## src/rtl/unsigned_serial_subtractor.sv

```systemverilog
// Multi-cycle unsigned subtractor: computes x - y as a ripple-borrow chain,
// digit bits per clock, under a start/busy/done handshake.
module unsigned_serial_subtractor #(
    parameter int size  = 8,
    parameter int digit = 2
) (
    input  logic            clk,
    input  logic            rst,
    input  logic            start,
    input  logic [size-1:0] x,
    input  logic [size-1:0] y,
    output logic            busy,
    output logic            done,
    output logic [size-1:0] d,
    output logic            bout,
    output logic            zero
);

    localparam int steps = size / digit;
    localparam int cw    = (steps > 1) ? $clog2(steps) : 1;
    localparam logic [cw-1:0] last_count = cw'(steps - 1);

    typedef enum logic [1:0] {
        IDLE = 2'd0,
        RUN  = 2'd1,
        DONE = 2'd2
    } state_t;

    state_t          state;
    state_t          state_next;

    logic [size-1:0] x_sh;
    logic [size-1:0] y_sh;
    logic [size-1:0] part;
    logic            borrow;
    logic [cw-1:0]   count;

    logic            accept;
    logic            final_step;
    logic [digit:0]  slice_diff;
    logic            borrow_next;
    logic [size-1:0] part_next;

    // NOTE: every combinational output gets a default before the case so no
    // path through the block leaves a signal unassigned (which infers a latch).
    always_comb begin
        accept     = start && (state != RUN);
        final_step = (state == RUN) && (count == last_count);
        state_next = state;
        case (state)
            IDLE:    if (start) state_next = RUN;
            RUN:     if (final_step) state_next = DONE;
            DONE:    state_next = start ? RUN : IDLE;
            default: state_next = IDLE;
        endcase
    end

    // The slice is computed with a leading 1 so a set MSB means "no borrow".
    always_comb begin
        slice_diff  = {1'b1, x_sh[digit-1:0]} - {1'b0, y_sh[digit-1:0]}
                      - {{digit{1'b0}}, borrow};
        borrow_next = ~slice_diff[digit];
        part_next   = part >> digit;
        part_next[size-1 -: digit] = slice_diff[digit-1:0];
    end

    // NOTE: sequential state uses non-blocking assignments so every register
    // samples the pre-edge values regardless of statement order.
    always_ff @(posedge clk or posedge rst) begin
        if (rst) begin
            state <= IDLE;
        end else begin
            state <= state_next;
        end
    end

    // NOTE: the operand and partial registers are plain flops, not a memory,
    // so they take the asynchronous clear along with the control state.
    always_ff @(posedge clk or posedge rst) begin
        if (rst) begin
            x_sh   <= '0;
            y_sh   <= '0;
            part   <= '0;
            borrow <= 1'b0;
            count  <= '0;
        end else if (accept) begin
            x_sh   <= x;
            y_sh   <= y;
            part   <= '0;
            borrow <= 1'b0;
            count  <= '0;
        end else if (state == RUN) begin
            x_sh   <= x_sh >> digit;
            y_sh   <= y_sh >> digit;
            part   <= part_next;
            borrow <= borrow_next;
            count  <= count + 1'b1;
        end
    end

    // Results update only on the completion edge and hold otherwise.
    always_ff @(posedge clk or posedge rst) begin
        if (rst) begin
            busy <= 1'b0;
            done <= 1'b0;
            d    <= '0;
            bout <= 1'b0;
            zero <= 1'b0;
        end else begin
            busy <= (state_next == RUN);
            done <= final_step;
            if (final_step) begin
                d    <= part_next;
                bout <= borrow_next;
                zero <= (part_next == '0);
            end
        end
    end

endmodule
```

## config.mk

```make
export PLATFORM = sky130hd
export DESIGN_NAME = unsigned_serial_subtractor
export DESIGN_NICKNAME = d
export VERILOG_FILES = /design/src/rtl/unsigned_serial_subtractor.sv
export SDC_FILE = /design/constraint.sdc
export NUM_CORES = 1
export LEC_CHECK = 0
export CAP_MARGIN = 5
export CORE_MARGIN = 4
export CORE_UTILIZATION = 50
export CTS_BUF_LIST = sky130_fd_sc_hd__clkbuf_16
export CTS_CLUSTER_DIAMETER = 30
export DETAILED_ROUTE_END_ITERATION = 10
export GPL_TIMING_DRIVEN = 1
export PLACE_DENSITY_LB_ADDON = 0.12
export SETUP_SLACK_MARGIN = 0.05
export SLEW_MARGIN = 10
export SYNTH_ARGS = -nofsm -noshare
export SYNTH_HDL_FRONTEND = slang
export SYNTH_SLANG_ARGS = --single-unit
```

## constraint.sdc

```tcl
create_clock -name clk -period 3.5 [get_ports clk]
set_input_delay 1.05 -clock clk [delete_from_list [all_inputs] [get_ports clk]]
set_output_delay 1.05 -clock clk [all_outputs]
set_load 0.01 [all_outputs]
```

==> impl_metrics.py <==
metrics = {
    "final_layout": {
        "area_overhead_vs_synth_pct": 26.7,
        "n_antenna_cell": 0,
        "post_route_cells_drive_above_1_share": 0.0978,
        "postLayoutCoreUtil": 0.652,
        "nets": 207,
    },
    "timing": {
        "rsz0062_at_grt": "false",
        "min_period_over_period": 0.734,
        "post-route-min-period_ps": 2570,
        "achievable-frequency_mhz": 389,
        "final.setup_skew_ps": 2.68,
        "finalMaxSlewViolations": 0,
        "maxSlewHeadroom": 0.291,
        "tightest_slew_ps": 1060,
        "fin_setup_tns_ps": 0,
        "timing.final.hold_violations": 0,
        "timing.final.setup_violations": 0,
    },
    "grt": {
        "grtUsageMet3": 0.0573,
        "globalRoute.totalOverflow": 0,
        "grt_start_max_net_pins": 41,
        "globalRoute.busiestLayer": "met2",
        "groute.layer.met2.usage": 0.296,
        "antenna_found_initial": 0,
        "grt_pass1_vias": 1223,
        "grt_util_all_layers": 0.165,
        "grt_pass1_wl_um": 5360,
        "global_route.usage.met1": 0.173,
    },
    "power": {
        "clockPowerShare": 0.218,
        "power.internal_mw": 1.26,
        "share_comb_of_total_power": 0.381,
        "share_seq_of_total_power": 0.400,
        "p_sw_frac": 0.342,
        "ir_drop_mv": 0.406,
        "power_density_nw_per_um2": 881,
        "switching_power_uw": 656,
        "cellLeakagePower_nw": 1.04,
    },
    "synthesis": {
        "synth.avg_cell_area_um2": 11.3,
        "synthDistinctLibCells": 24,
        "synth_largest_type_area_fraction": 0.568,
        "async_reset_ff_frac": 1.00,
        "seq_area_frac_synth": 0.568,
        "post_synth_most_frequent_cells": "sky130_fd_sc_hd__dfrtp_1, sky130_fd_sc_hd__nand2_1, sky130_fd_sc_hd__o21ai_0, sky130_fd_sc_hd__mux2i_1, sky130_fd_sc_hd__inv_1",
        "yosys_register_bits": 39,
        "combined_area_of_all_synthesized_cells_um2": 1720,
        "synth_warnings": 0,
        "netlist_instances": 152,
        "post_synth_main_area_contributors": "sky130_fd_sc_hd__dfrtp_1, sky130_fd_sc_hd__mux2i_1, sky130_fd_sc_hd__o21ai_0",
        "synth_top_cell_by_area": "sky130_fd_sc_hd__dfrtp_1",
        "top_count_cell_post_synth": "sky130_fd_sc_hd__dfrtp_1",
        "number_of_nets_produced_by_synthesis": 176,
        "synth_enable_flop_cells": 0,
        "synth_flop_cell": "sky130_fd_sc_hd__dfrtp_1",
    },
    "drt": {
        "detail_route.iter0.violations": 38,
        "route.detailed.drc": 0,
        "detail_route.wl_per_cell_um": 13.5,
        "firstDrtPassIters": 4,
        "vias_per_cell": 5.06,
        "routed_wl_um": 3110,
        "num_vias": 1164,
        "detail-route-antenna-nets": 0,
    },
    "clock_network": {
        "cts.repair.resized": 0,
        "clk_latency_ps": 280,
        "numCtsBuffers": 5,
        "tritoncts": "built",
        "clkSlewWorstSetupHoldPaths_ps": 50,
        "cts_hold_buffers": 0,
        "cts_h_tree_depth": 2,
        "cts-root-to-sink-buffers": 2,
        "cts.sinks": 39,
        "clock_tree.root_cell": "sky130_fd_sc_hd__clkbuf_16",
        "buffer_count_from_post_cts_setup_fixing": 0,
    },
    "critical_path": {
        "worst-endpoint-arrival_ps": 2770,
        "worstSetupStartpointType": "flip-flop",
        "timing.setup.critical_path_class": "reg2reg",
        "worstSetupEndpointType": "flip-flop",
        "crit_path_max_fanout": 3,
        "required_ps": 3700,
    },
    "run_status": {
        "status": "finished clean",
    },
    "worst_hold_path": {
        "worstHoldPathType": "reg2reg",
    },
    "floorplan": {
        "die-width_um": 66.6,
        "dieHeight_um": 66.6,
        "placement_rows": 21,
        "design.portCount": 31,
        "initial_core_util": 0.515,
        "core_area_um2": 3340,
        "design.die.area_um2": 4440,
    },
    "placement": {
        "finalWeightedCongestion": 0.773,
        "post_dp_hpwl_um": 2230,
        "placement.io_buffers": 30,
    },
    "run": {
        "maxCapViolCount": 0,
    },
}
## cells in the final DEF (no fill, tap or decap), types with 2 or more instances in the layout
cell and instances:
sky130_fd_sc_hd__dfrtp_1 39, sky130_fd_sc_hd__clkdlybuf4s50_1 30, sky130_fd_sc_hd__nand2_1 27, sky130_fd_sc_hd__o21ai_0 24, sky130_fd_sc_hd__mux2i_1 16, sky130_fd_sc_hd__inv_1 10, sky130_fd_sc_hd__mux2_2 5, sky130_fd_sc_hd__clkbuf_16 5
sky130_fd_sc_hd__nand3_1 4, sky130_fd_sc_hd__nor2_1 4, sky130_fd_sc_hd__ha_1 3, sky130_fd_sc_hd__buf_4 3, sky130_fd_sc_hd__mux2_4 2, sky130_fd_sc_hd__o22ai_1 2, sky130_fd_sc_hd__fa_1 2
## flip-flops by register name, summed over array words and instances (netlist names)
| register | count |
|---|---|
| state | 2 |
| bout | 1 |
| borrow | 1 |
| y_sh | 8 |
| d | 8 |
| x_sh | 8 |
| done | 1 |
| count | 2 |
| zero | 1 |
| part | 6 |
| busy | 1 |
## worst max-delay path, stage by stage (launching register included)
cell and delay (ps):
sky130_fd_sc_hd__dfrtp_1 390, sky130_fd_sc_hd__fa_1 560, sky130_fd_sc_hd__inv_1 50, sky130_fd_sc_hd__ha_1 160, sky130_fd_sc_hd__or2_2 280, sky130_fd_sc_hd__fa_1 500
sky130_fd_sc_hd__nor4_1 300, sky130_fd_sc_hd__nand3_1 100, sky130_fd_sc_hd__o21ai_0 150
## routing by layer
layer  share of wire  wire length (µm)  vias to the layer above
met5               0                 0                        -
met2            0.52              1610                       25
met4           0.017                53                        0
li1                -                 -                      566
met1            0.42              1290                      566
met3           0.049               152                        7
## cells by family (layout without fill, tap and decap cells)
group           after synthesis  in the layout  share of synthesized area
xor+xnor                      1              1                    0.00510
simple gates                 41             41                      0.109
flops                        39             39                      0.568
fa+ha+maj                     5              5                     0.0452
buf+inv                      17             49                     0.0517
mux                          23             23                      0.143
compound gates               26             26                     0.0772
## final cells by class
type                       count  area [µm²]
timing repair buffer          33         323
multi-input combinational     96         653
inverter                       8        30.0
fill                         283        1160
clock inverter                 3        12.5
sequential                    39         976
clock buffer                   5         125
tap                           46        57.6
## power groups by stage
stage,logic (mW),clock network (mW),registers [mW]
after floorplan,0.486,0,0.775
after global placement,0.717,0,0.762
after detailed placement,0.750,0,0.776
after CTS,0.752,0.429,0.770
after global routing,0.833,0.451,0.795
final,0.732,0.419,0.768
## through the flow
| stage | hold slack, ps | setup WS (ps) | area, µm² | instances | total power, mW |
|---|---|---|---|---|---|
| 5_1_grt | 514 | 722 | 2180 | 230 | 2.08 |
| 4_1_cts | 483 | 913 | 2180 | 230 | 1.95 |
| 6_report | 486 | 933 | 2180 | 230 | 1.92 |
| 3_3_place_gp | 454 | 958 | 2040 | 222 | 1.48 |
| 3_5_place_dp | 470 | 915 | 2040 | 222 | 1.53 |
| 2_1_floorplan | 449 | 1080 | 1720 | 152 | 1.26 |
## worst paths after layout
check	startpoint	to	slack, ps	depth (start not counted)
max	x_sh[0]	zero	930	8
max reg2reg	x_sh[0]	zero	930	8
min in group asynchronous	rst	count[1]	1180	3
min	d[6]	d[6]	490	2
min reg2reg	d[6]	d[6]	490	2
max in group asynchronous	rst	d[5]	1970	3
Note: power is estimated with default switching activity, not from simulation.
